===== src/rtl/ov7670_stream_gen_if.sv =====
// DVP pixel bus between a camera source (or the synthetic generator) and the capture logic.
// All three signals are valid in the consumer's pclk domain, which is the generator's clk.
//   vsync : frame sync, active high
//   href  : high while d carries active pixel bytes
//   d     : pixel byte, two bytes per RGB444 pixel
// Modports: master drives the bus (source side), slave observes it (capture side).
interface ov7670_stream_gen_if;
    logic       vsync;
    logic       href;
    logic [7:0] d;

    modport master (
        output vsync,
        output href,
        output d
    );

    modport slave (
        input vsync,
        input href,
        input d
    );
endinterface


===== src/rtl/ov7670_stream_gen.sv =====
// Synthetic OV7670 source producing the RGB444 vsync/href/byte stream of a real sensor, so the
// capture and processing chain can run without a camera. One clk cycle carries one PCLK byte.
//
// Ports:
//   clk         : byte clock, doubles as the consumer's pclk
//   rst_n       : asynchronous active-low reset
//   enable      : run request, sampled in IDLE and on the last cycle of each frame
//   pattern_sel : 0 SOLID, 1 BARS, 2 ZEBRA, 3 RAMP (latched on frame start)
//   solid_rgb   : RGB444 colour for SOLID (latched on frame start)
//   dvp         : DVP bus (vsync, href, d), master side
//   busy        : high from frame start through the frame_done cycle
//   frame_done  : one-cycle pulse on the last cycle of a frame
//   frame_cnt   : completed frames, wraps
//
// Structure: the FSM and position counters describe the current frame cycle; every output is
// registered from them, so the visible stream trails the FSM by exactly one cycle. This gives
// the two-edge start latency and keeps all relative frame timing intact.
// All vertical phase lengths and STRIPE_H are assumed to be at least 1.
module ov7670_stream_gen #(
    parameter int unsigned IMG_WIDTH   = 320,
    parameter int unsigned IMG_HEIGHT  = 240,
    parameter int unsigned H_BLANK     = 144,
    parameter int unsigned VSYNC_LINES = 3,
    parameter int unsigned V_BACK      = 17,
    parameter int unsigned V_FRONT     = 10,
    parameter int unsigned STRIPE_H    = 16,
    parameter int unsigned ZEBRA_TOP   = 120
) (
    input  logic                       clk,
    input  logic                       rst_n,
    input  logic                       enable,
    input  logic [1:0]                 pattern_sel,
    input  logic [11:0]                solid_rgb,
    ov7670_stream_gen_if.master        dvp,
    output logic                       busy,
    output logic                       frame_done,
    output logic [15:0]                frame_cnt
);

    localparam int unsigned ACT_BYTES = 2 * IMG_WIDTH;
    localparam int unsigned LINE_LEN  = ACT_BYTES + H_BLANK;
    localparam int unsigned BAR_W     = IMG_WIDTH / 8;

    // With fewer than 8 pixels no bar fits, so every pixel falls in the trailing black area.
    localparam logic [3:0]  BAR_START  = (BAR_W == 0) ? 4'd8 : 4'd0;
    localparam logic [15:0] BAR_W_LAST = (BAR_W == 0) ? 16'd0 : 16'(BAR_W - 1);

    typedef enum logic [2:0] {
        StIdle,
        StVsync,
        StVback,
        StActive,
        StVfront
    } state_e;

    state_e      state_q;
    logic [15:0] col_q;         // byte cycle within the line, 0 .. LINE_LEN-1
    logic [15:0] line_q;        // line within the current vertical phase
    logic [15:0] y_q;           // active line index
    logic [15:0] bar_px_q;      // pixel within the current bar
    logic [3:0]  bar_idx_q;     // current bar, 8 = past the last full bar
    logic [15:0] stripe_cnt_q;  // line within the current zebra stripe
    logic        stripe_odd_q;
    logic        zebra_q;       // current line is at or below ZEBRA_TOP
    logic [1:0]  pat_q;
    logic [11:0] solid_q;

    logic        line_end;
    logic        last_line;
    logic        frame_last;
    logic        in_href;
    logic [11:0] bar_rgb;
    logic [11:0] pix_rgb;
    logic [7:0]  pix_byte;

    always_comb begin
        line_end = (col_q == 16'(LINE_LEN - 1));

        last_line = 1'b0;
        case (state_q)
            StVsync:  last_line = (line_q == 16'(VSYNC_LINES - 1));
            StVback:  last_line = (line_q == 16'(V_BACK - 1));
            StActive: last_line = (line_q == 16'(IMG_HEIGHT - 1));
            StVfront: last_line = (line_q == 16'(V_FRONT - 1));
            default:  last_line = 1'b0;
        endcase

        frame_last = (state_q == StVfront) && last_line && line_end;
        in_href    = (state_q == StActive) && (col_q < 16'(ACT_BYTES));
    end

    always_comb begin
        bar_rgb = 12'h000;
        case (bar_idx_q)
            4'd0:    bar_rgb = 12'hFFF;
            4'd1:    bar_rgb = 12'hFF0;
            4'd2:    bar_rgb = 12'h0FF;
            4'd3:    bar_rgb = 12'h0F0;
            4'd4:    bar_rgb = 12'hF0F;
            4'd5:    bar_rgb = 12'hF00;
            4'd6:    bar_rgb = 12'h00F;
            default: bar_rgb = 12'h000;
        endcase

        pix_rgb = 12'h000;
        unique case (pat_q)
            2'd0:    pix_rgb = solid_q;
            2'd1:    pix_rgb = bar_rgb;
            2'd2:    pix_rgb = zebra_q ? (stripe_odd_q ? 12'h000 : 12'hFFF) : 12'h444;
            // x is col/2, so col[4:1] is x[3:0]
            default: pix_rgb = {col_q[4:1], y_q[3:0], frame_cnt[3:0]};
        endcase

        pix_byte = col_q[0] ? pix_rgb[7:0] : {4'h0, pix_rgb[11:8]};
    end

    always_ff @(posedge clk or negedge rst_n) begin
        if (!rst_n) begin
            state_q      <= StIdle;
            col_q        <= 16'd0;
            line_q       <= 16'd0;
            y_q          <= 16'd0;
            bar_px_q     <= 16'd0;
            bar_idx_q    <= BAR_START;
            stripe_cnt_q <= 16'd0;
            stripe_odd_q <= 1'b0;
            zebra_q      <= 1'b0;
            pat_q        <= 2'd0;
            solid_q      <= 12'h000;
            dvp.vsync    <= 1'b0;
            dvp.href     <= 1'b0;
            dvp.d        <= 8'h00;
            busy         <= 1'b0;
            frame_done   <= 1'b0;
            frame_cnt    <= 16'd0;
        end else begin
            // Registered outputs, one cycle behind the FSM position
            dvp.vsync  <= (state_q == StVsync);
            dvp.href   <= in_href;
            dvp.d      <= in_href ? pix_byte : 8'h00;
            busy       <= (state_q != StIdle);
            frame_done <= frame_last;
            if (frame_last) begin
                frame_cnt <= frame_cnt + 16'd1;
            end

            // Horizontal / vertical position
            if (state_q != StIdle) begin
                if (line_end) begin
                    col_q  <= 16'd0;
                    line_q <= last_line ? 16'd0 : line_q + 16'd1;
                end else begin
                    col_q <= col_q + 16'd1;
                end
            end

            // Bar tracking advances after the second byte of each pixel
            if (line_end) begin
                bar_px_q  <= 16'd0;
                bar_idx_q <= BAR_START;
            end else if (in_href && col_q[0] && (bar_idx_q != 4'd8)) begin
                if (bar_px_q == BAR_W_LAST) begin
                    bar_px_q  <= 16'd0;
                    bar_idx_q <= bar_idx_q + 4'd1;
                end else begin
                    bar_px_q <= bar_px_q + 16'd1;
                end
            end

            // Active-line and zebra stripe tracking, updated at line boundaries
            if ((state_q == StVback) && last_line && line_end) begin
                y_q          <= 16'd0;
                zebra_q      <= (ZEBRA_TOP == 0);
                stripe_cnt_q <= 16'd0;
                stripe_odd_q <= 1'b0;
            end else if ((state_q == StActive) && line_end) begin
                y_q <= y_q + 16'd1;
                if ((y_q + 16'd1) == 16'(ZEBRA_TOP)) begin
                    zebra_q      <= 1'b1;
                    stripe_cnt_q <= 16'd0;
                    stripe_odd_q <= 1'b0;
                end else if (zebra_q) begin
                    if (stripe_cnt_q == 16'(STRIPE_H - 1)) begin
                        stripe_cnt_q <= 16'd0;
                        stripe_odd_q <= ~stripe_odd_q;
                    end else begin
                        stripe_cnt_q <= stripe_cnt_q + 16'd1;
                    end
                end
            end

            // Frame sequencing; pattern inputs are captured only on frame start
            case (state_q)
                StIdle: begin
                    if (enable) begin
                        state_q <= StVsync;
                        col_q   <= 16'd0;
                        line_q  <= 16'd0;
                        pat_q   <= pattern_sel;
                        solid_q <= solid_rgb;
                    end
                end
                StVsync: begin
                    if (line_end && last_line) begin
                        state_q <= StVback;
                    end
                end
                StVback: begin
                    if (line_end && last_line) begin
                        state_q <= StActive;
                    end
                end
                StActive: begin
                    if (line_end && last_line) begin
                        state_q <= StVfront;
                    end
                end
                StVfront: begin
                    if (line_end && last_line) begin
                        if (enable) begin
                            state_q <= StVsync;
                            pat_q   <= pattern_sel;
                            solid_q <= solid_rgb;
                        end else begin
                            state_q <= StIdle;
                        end
                    end
                end
                default: state_q <= StIdle;
            endcase
        end
    end

endmodule


===== src/flat_wrapper.sv =====
// flat-port wrapper written by rule: the top's interface ports become plain ports
module ov7670_stream_gen_flat 
#(
    parameter int unsigned IMG_WIDTH   = 320,
    parameter int unsigned IMG_HEIGHT  = 240,
    parameter int unsigned H_BLANK     = 144,
    parameter int unsigned VSYNC_LINES = 3,
    parameter int unsigned V_BACK      = 17,
    parameter int unsigned V_FRONT     = 10,
    parameter int unsigned STRIPE_H    = 16,
    parameter int unsigned ZEBRA_TOP   = 120
)
  (clk, rst_n, enable, pattern_sel, solid_rgb, busy, frame_done, frame_cnt, dvp_vsync, dvp_href, dvp_d);
  ov7670_stream_gen_if dvp_i ();
  input  logic clk;
  input  logic rst_n;
  input  logic enable;
  input  logic [1:0] pattern_sel;
  input  logic [11:0] solid_rgb;
  output logic busy;
  output logic frame_done;
  output logic [15:0] frame_cnt;
  output wire logic [$bits(dvp_i.vsync)-1:0] dvp_vsync;
  output wire logic [$bits(dvp_i.href)-1:0] dvp_href;
  output wire logic [$bits(dvp_i.d)-1:0] dvp_d;
  assign dvp_vsync = dvp_i.vsync;
  assign dvp_href = dvp_i.href;
  assign dvp_d = dvp_i.d;
  ov7670_stream_gen #(.IMG_WIDTH(IMG_WIDTH), .IMG_HEIGHT(IMG_HEIGHT), .H_BLANK(H_BLANK), .VSYNC_LINES(VSYNC_LINES), .V_BACK(V_BACK), .V_FRONT(V_FRONT), .STRIPE_H(STRIPE_H), .ZEBRA_TOP(ZEBRA_TOP)) u_core (.clk(clk), .rst_n(rst_n), .enable(enable), .pattern_sel(pattern_sel), .solid_rgb(solid_rgb), .dvp(dvp_i), .busy(busy), .frame_done(frame_done), .frame_cnt(frame_cnt));
endmodule

===== config.mk =====
export PLATFORM = sky130hd
export DESIGN_NAME = ov7670_stream_gen_flat
export DESIGN_NICKNAME = d
export VERILOG_FILES = /design/src/rtl/ov7670_stream_gen_if.sv /design/src/rtl/ov7670_stream_gen.sv /design/src/flat_wrapper.sv
export SDC_FILE = /design/constraint.sdc
export NUM_CORES = 1
export LEC_CHECK = 0
export BUFFER_PORTS_ARGS = -buffer_cell sky130_fd_sc_hd__clkbuf_2
export CAP_MARGIN = 20
export CORE_MARGIN = 2
export CORE_UTILIZATION = 50
export CTS_CLUSTER_DIAMETER = 60
export DETAILED_ROUTE_END_ITERATION = 10
export PLACE_DENSITY_LB_ADDON = 0.15
export SYNTH_ARGS = -nofsm -noshare
export SYNTH_HDL_FRONTEND = slang
export SYNTH_SLANG_ARGS = --single-unit

===== constraint.sdc =====
create_clock -name clk -period 3.15 [get_ports clk]
set_input_delay 0.63 -clock clk [delete_from_list [all_inputs] [get_ports clk]]
set_output_delay 0.63 -clock clk [all_outputs]
set_load 0.05 [all_outputs]

==> results of run 1 <==
-- through the flow --
step | utilization, % | area [um2] | power, mW | hold slack [ns]
2_1_floorplan | - | 7040 | 2.37 | 0.334
3_3_place_gp | 55.4 | 7660 | 2.58 | 0.456
3_5_place_dp | 55.4 | 7660 | 2.60 | 0.457
4_1_cts | 59.8 | 8260 | 4.64 | 0.410
5_1_grt | 59.8 | 8270 | 4.82 | 0.435
6_report | 59.8 | 8270 | 4.60 | 0.379
-- area by class of cell --
class                      instances  share of cell area, %
multi-input combinational        590                   43.3
sequential                       131                   39.6
clock buffer                      27                   6.08
timing repair buffer              79                   6.02
tap                              180                   2.72
clock inverter                     4                   1.15
inverter                          24                   1.09
-- layer usage --
| layer | part of all wire (%) | wire length (um) |
|---|---|---|
| met4 | 1.5 | 253 |
| met2 | 49 | 8430 |
| met3 | 3.9 | 680 |
| met1 | 46 | 7920 |
| met5 | 0 | 0 |
-- how the worst min path moves through the flow --
stage	slack [ns]	cells past startpoint	start	to
2_1_floorplan	0.33	0	rst_n	u_core.bar_idx_q[0]$_DFFE_PN0P_
3_3_place_gp	0.46	1	u_core.frame_cnt[15]$_DFFE_PN0P_	u_core.frame_cnt[15]$_DFFE_PN0P_
3_5_place_dp	0.46	1	u_core.frame_cnt[15]$_DFFE_PN0P_	u_core.frame_cnt[15]$_DFFE_PN0P_
4_1_cts	0.41	1	rst_n	u_core.stripe_cnt_q[3]$_DFFE_PN0P_
5_1_grt	0.43	2	solid_rgb[8]	u_core.solid_q[8]$_DFFE_PN0P_
6_report	0.38	1	rst_n	u_core.stripe_cnt_q[2]$_DFFE_PN0P_
-- synth_stat cells, drive strengths merged (2+ instances only) --
| cell | number | area share (%) |
|---|---|---|
| dfrtp | 131 | 47 |
| nor2 | 91 | 4.9 |
| nand2 | 71 | 3.8 |
| o21ai | 52 | 3.7 |
| nand3 | 45 | 3.2 |
| a21oi | 36 | 2.6 |
| xor2 | 34 | 4.2 |
| nand4 | 27 | 2.4 |
| nor3 | 27 | 1.9 |
| xnor2 | 25 | 3.1 |
| inv | 24 | 1.3 |
| clkbuf | 23 | 1.2 |
| and3 | 16 | 1.4 |
| nor4 | 16 | 1.4 |
| or3 | 16 | 1.6 |
| mux2 | 14 | 2.2 |
| a31oi | 11 | 0.98 |
| ha | 10 | 1.8 |
| and2 | 7 | 0.62 |
| and4 | 7 | 0.87 |
| a21o | 6 | 0.64 |
| a221o | 6 | 0.85 |
| nand2b | 6 | 0.53 |
| nand3b | 6 | 0.64 |
| o31ai | 6 | 0.71 |
| or4 | 6 | 0.75 |
| a22o | 4 | 0.50 |
| buf | 4 | 0.34 |
| or2 | 4 | 0.36 |
| a211oi | 3 | 0.32 |
| a221oi | 3 | 0.37 |
| nor2b | 3 | 0.27 |
| o21a | 3 | 0.32 |
| or3b | 3 | 0.37 |
| a211o | 2 | 0.25 |
| and3b | 2 | 0.25 |
| mux2i | 2 | 0.28 |
| nor3b | 2 | 0.21 |
| o211ai | 2 | 0.21 |
| o22ai | 2 | 0.18 |
-- power by group through the flow --
stage                     Sequential, mW  Combinational, mW  Clock [mW]
after detailed placement            1.97              0.630           0
after global placement              1.97              0.614           0
after floorplan                     1.92              0.454           0
final                               1.94              0.629        2.03
after CTS                           1.94              0.633        2.06
after global routing                1.96              0.712        2.15
-- critical path, delay by kind of cell, from the launching register on --
| family | cells | cell delay [ns] |
|---|---|---|
| and+or+nand+nor | 5 | 1.92 |
| AOI/OAI and AO/OA | 2 | 0.59 |
| DFF | 1 | 0.41 |
-- cells by family (layout without fill, tap and decap cells) --
| group | Yosys count | in the layout | synth area share [%] |
|---|---|---|---|
| xor gates and xnor gates | 59 | 59 | 7.34 |
| buffers and inverters | 51 | 134 | 2.84 |
| adders and majority gates | 11 | 11 | 1.92 |
| and+or+nand+nor | 359 | 359 | 26.0 |
| DFF | 131 | 131 | 46.6 |
| muxes | 16 | 16 | 2.52 |
| AOI/OAI and AO/OA | 145 | 145 | 12.8 |
-- state kept, by name (all words and copies together) (netlist names) --
register and flops:
u_core.solid_q 12, u_core.dvp.d 8, u_core.bar_px_q 16, u_core.state_q 3, u_core.stripe_odd_q 1, u_core.pat_q 2
u_core.stripe_cnt_q 16, u_core.line_q 16, u_core.frame_done 1, u_core.busy 1, u_core.zebra_q 1, u_core.y_q 16
u_core.dvp.vsync 1, u_core.dvp.href 1, u_core.col_q 16, u_core.frame_cnt 16, u_core.bar_idx_q 4
==> run_results.csv, run 1 <==
group,metric,value,unit
clock_tree,tritoncts,"built",
clock_tree,clock_path_buffers,2,
detailed_routing,wire_per_inst,16.7,um
setup_path,worstPathArrival,3.33,ns
setup_path,reg2reg_slack,0.12,ns
clock_tree,ctsHtreeMaxLevel,4,
hold_path,hp-class,"input pin to asynchronous set/reset pin",
die,die_w,123,um
sta,setup_ws,0.118,ns
power_and_ir_drop,switching_share,26.3,%
global_route,met2_usage,38.7,%
detailed_routing,vias_per_cell,5.84,
power_and_ir_drop,intPower,3.39,mW
final_layout,finalNonFillerCells,1035,
synth,yosysSeqAreaShare,46.6,%
global_route,met3_usage,5.67,%
die,num_rows,43,
detailed_routing,dr.pass1.iters,6,
clock_tree,cts-buffers-inserted,17,
global_route,grt_most_used_layer,"met2",
synth,netlist_instances,772,
global_route,met1_usage,31.8,%
die,start_util,50.9,%
sta,setup_tns,0,ns
die,design.core.area,13800,um2
clock_tree,post_cts_buffers,0,
global_route,grt-ovfl-total,0,
global_route,grt_pass1_vias,5649,
sta,fmax,0.330,GHz
synth,synth_edf_count,0,
die,die_y,123,um
power_and_ir_drop,p_clk_share,44.1,%
setup_path,critPathRequiredTime,3.44,ns
global_route,grt_max_degree,78,
sta,setup_viol,0,
detailed_routing,wl,17.3,mm
final_layout,diodes,0,
power_and_ir_drop,p_leak,3.77,nW
final_layout,multi_input_area,3580,um2
synth,synth_area,7040,um2
clock_tree,numClockSinks,131,
setup_path,slowest_stage,"or4_1",
setup_path,cp-end-kind,"flop",
place,dp_slack,0.115,ns
status,status,"complete, no violations",
final_layout,final_nets,870,
synth,synth_fp_nets,799,
global_route,grt_use_total,24.0,%
power_and_ir_drop,comb_power_share,13.7,%
sta,fin_skew,0.0115,ns
synth,ys_seq_elements,131,
sta,period_needed,3.03,ns
sta,period_share,96.2,%
detailed_routing,drtIter0Drc,405,
power_and_ir_drop,power_density,556,nW/um2
die,die_area,15000,um2
setup_path,critPathKind,"flop to flop",
place,hpwl,12.4,mm
final_layout,drive_gt1_share,15.7,%
global_route,antenna_found_initial,0,
setup_path,crit_fanout,6,
setup_path,start_kind,"flop",
synth,ys_warn_count,0,
global_route,grt_pass1_wl,28.0,mm
sta,final_max_slew_viol_count,0,
setup_path,crit-reg2reg-launch,"u_core.col_q[14]$_DFF_PN0_",
die,ios,45,
clock_tree,cts-root-buf,"clkbuf_16",
clock_tree,cts_hold_buf,0,
sta,tightest_slew,1.01,ns
power_and_ir_drop,seq_power_share,42.3,%
sta,hold_violations,0,
synth,async_flop_share,100,%
detailed_routing,vias,6043,
setup_path,cp-startpoint,"u_core.col_q[14]$_DFF_PN0_",
clock_tree,path_clk_slew,0.06,ns
synth,synth_flop_cell,"dfrtp_1",
setup_path,reg2reg_depth,7,
final_layout,layout_commonest_cell,"dfrtp_1",
place,port_buffers,44,
place,dp_cells,1004,
final_layout,ff_latch_area,3280,um2
synth,ys_types,61,
sta,rsz0062_at_grt,"false",
clock_tree,clock_latency,0.42,ns
setup_path,timing.rr.end,"u_core.stripe_cnt_q[13]$_DFFE_PN0P_",
flow_run,drv_cap,0,
power_and_ir_drop,ir_drop,0.541,mV
setup_path,critPathCapture,"u_core.stripe_cnt_q[13]$_DFFE_PN0P_",
detailed_routing,postRouteAntennaNets,0,
synth,syn_area_per_cell,9.12,um2
power_and_ir_drop,p_sw,1.21,mW
setup_path,path_cells,"or4_1 -> or3_1 -> or3_4 -> or4_4 -> o211ai_1 -> nor2_1 -> a221o_1",
setup_path,crit_path_max_incr_delay,0.55,ns
place,place_congestion,0.928,
final_layout,synthToLayoutAreaGrowth,17.5,%
sta,slew_headroom,32.9,%
final_layout,layout_common_cells,"131 x dfrtp_1, 91 x nor2_1, 70 x nand2_1",
final_layout,final.fill_count,1152,
clock_tree,ctsResizeCount,0,
detailed_routing,drc,0,
Power figures use the tool's default switching activity.
==> run 2: changes to the inputs <==
- clock period: 3.15 -> 3 ns (I/O delays scaled with it)
==> run_results.csv, run 2 (synthesis gave the netlist of run 1 again) <==
group,metric,value,unit
status,status,"complete, no violations",
die,die_y,123,um
clock_tree,tritoncts,"built",
detailed_routing,vias,6107,
clock_tree,ctsHtreeMaxLevel,4,
sta,slew_headroom,37.3,%
global_route,grt_max_degree,51,
global_route,grt_pass1_vias,5948,
setup_path,reg2reg_slack,0.07,ns
place,port_buffers,44,
clock_tree,path_clk_slew,0.06,ns
setup_path,cp-end-kind,"flop",
sta,fin_skew,0.00644,ns
final_layout,synthToLayoutAreaGrowth,20.6,%
sta,final_max_slew_viol_count,0,
setup_path,timing.rr.end,"u_core.stripe_cnt_q[10]$_DFFE_PN0P_",
detailed_routing,wl,17.3,mm
power_and_ir_drop,p_leak,3.87,nW
global_route,grt-ovfl-total,0,
final_layout,final.fill_count,1152,
detailed_routing,drtIter0Drc,410,
final_layout,final_cell_area,8490,um2
global_route,antenna_found_initial,0,
global_route,grt_use_total,24.4,%
final_layout,layout_commonest_cell,"dfrtp_1",
clock_tree,cts-root-buf,"clkbuf_16",
place,place_congestion,0.939,
power_and_ir_drop,power_density,616,nW/um2
global_route,grt_pass1_wl,28.6,mm
place,dpl_cell_area,7740,um2
setup_path,path_cells,"or4_4 -> or3_4 -> or3_4 -> or4_4 -> o211ai_1 -> nor2_1 -> a221o_1",
setup_path,critPathKind,"flop to flop",
die,design.core.area,13800,um2
clock_tree,clock_latency,0.42,ns
die,die_area,15000,um2
final_layout,diodes,0,
setup_path,crit-reg2reg-launch,"u_core.col_q[14]$_DFF_PN0_",
detailed_routing,wire_per_inst,16.6,um
detailed_routing,dr.pass1.iters,4,
setup_path,worstPathArrival,3.23,ns
die,num_rows,43,
die,ios,45,
die,die_w,123,um
sta,period_needed,2.93,ns
place,hpwl,12.5,mm
setup_path,crit_fanout,6,
detailed_routing,postRouteAntennaNets,0,
clock_tree,clock_path_buffers,2,
setup_path,slowest_stage,"or4_4",
place,dp_cells,1013,
final_layout,finalNonFillerCells,1045,
setup_path,crit_path_max_incr_delay,0.53,ns
hold_path,hp-class,"input pin to asynchronous set/reset pin",
final_layout,final_nets,879,
final_layout,layout_common_cells,"131 x dfrtp_1, 91 x nor2_1, 70 x nand2_1",
sta,period_share,97.7,%
clock_tree,numClockSinks,131,
setup_path,reg2reg_depth,7,
clock_tree,cts_hold_buf,0,
setup_path,critPathRequiredTime,3.29,ns
sta,setup_viol,0,
setup_path,start_kind,"flop",
sta,hold_violations,0,
flow_run,drv_cap,0,
sta,tightest_slew,0.941,ns
power_and_ir_drop,ir_drop,0.562,mV
final_layout,drive_gt1_share,17.1,%
sta,fmax,0.341,GHz
detailed_routing,drc,0,
die,start_util,50.9,%
clock_tree,cts-buffers-inserted,17,
detailed_routing,vias_per_cell,5.84,
==> run 2: cell count changes in the layout (fill, tap and decap cells not counted), moves of 2 or more <==
cell | before | now
buf_4 | 35 | 43
clkbuf_8 | 4 | 2
bufinv_16 | 3 | 8
clkbuf_1 | 6 | 4
==> run 2: per-layer routing <==
| metal | vias to the layer above | global-route usage (%) | share of wire, % | wire length [um] |
|---|---|---|---|---|
| met1 | 2972 | 31.3 | 44 | 7650 |
| met2 | 165 | 39.7 | 49 | 8480 |
| met4 | 0 | 9.77 | 2.2 | 380 |
| met5 | - | 0 | 0 | 0 |
| li1 | 2938 | - | - | - |
| met3 | 32 | 6.04 | 4.7 | 806 |
==> run 2: timing repair <==
action	CTS	global route
buffers inserted	0	0
gates resized for setup	0	4
endpoints found under the hold margin	0	0
endpoints found under the setup margin	0	10
==> run 2: worst max path at each step <==
stage	startpoint	to	slack, ns	cells past startpoint
6_report	u_core.col_q[14]$_DFF_PN0_	u_core.stripe_cnt_q[10]$_DFFE_PN0P_	0.07	7
3_5_place_dp	u_core.col_q[15]$_DFF_PN0_	u_core.stripe_cnt_q[10]$_DFFE_PN0P_	0.07	7
3_3_place_gp	u_core.col_q[14]$_DFF_PN0_	u_core.stripe_cnt_q[8]$_DFFE_PN0P_	0.13	7
2_1_floorplan	u_core.col_q[7]$_DFF_PN0_	u_core.stripe_cnt_q[12]$_DFFE_PN0P_	0.12	8
5_1_grt	u_core.col_q[15]$_DFF_PN0_	u_core.stripe_cnt_q[10]$_DFFE_PN0P_	-0.002	7
4_1_cts	u_core.col_q[14]$_DFF_PN0_	u_core.stripe_cnt_q[8]$_DFFE_PN0P_	0.06	7
==> run 2: area by class of cell <==
type | count | area, um2 | share of cell area [%]
tap | 180 | 225 | 2.65
clock inverter | 9 | 248 | 2.92
inverter | 24 | 90.1 | 1.06
sequential | 131 | 3280 | 38.6
timing repair buffer | 88 | 578 | 6.81
multi-input combinational | 590 | 3600 | 42.4
clock buffer | 23 | 468 | 5.51
==> run 2: metrics by stage <==
stage | utilization, % | hold WS, ns | worst slack [ns] | total power, mW | setup TNS [ns]
6_report | 61.4 | 0.225 | 0.0688 | 5.22 | 0
3_3_place_gp | 56.0 | 0.455 | 0.129 | 2.72 | 0
2_1_floorplan | - | 0.304 | 0.124 | 2.49 | 0
4_1_cts | 61.2 | 0.235 | 0.0557 | 5.25 | 0
3_5_place_dp | 56.0 | 0.480 | 0.0737 | 2.74 | 0
5_1_grt | 61.4 | 0.264 | -0.00244 | 5.46 | -0.00244
==> run 2: worst max-delay path: cells and delay by family, from the launching register on <==
kind | cells | cell delay, ns
flip-flops | 1 | 0.42
AO/OA/AOI/OAI | 2 | 0.54
AND/OR/NAND/NOR | 5 | 1.85
==> run 2: report_power, final <==
group / leakage [nW] / internal (mW) / switching [mW]
clock network: 0.342 / 1.77 / 0.725
logic: 1.75 / 0.284 / 0.407
registers: 1.77 / 1.89 / 0.142
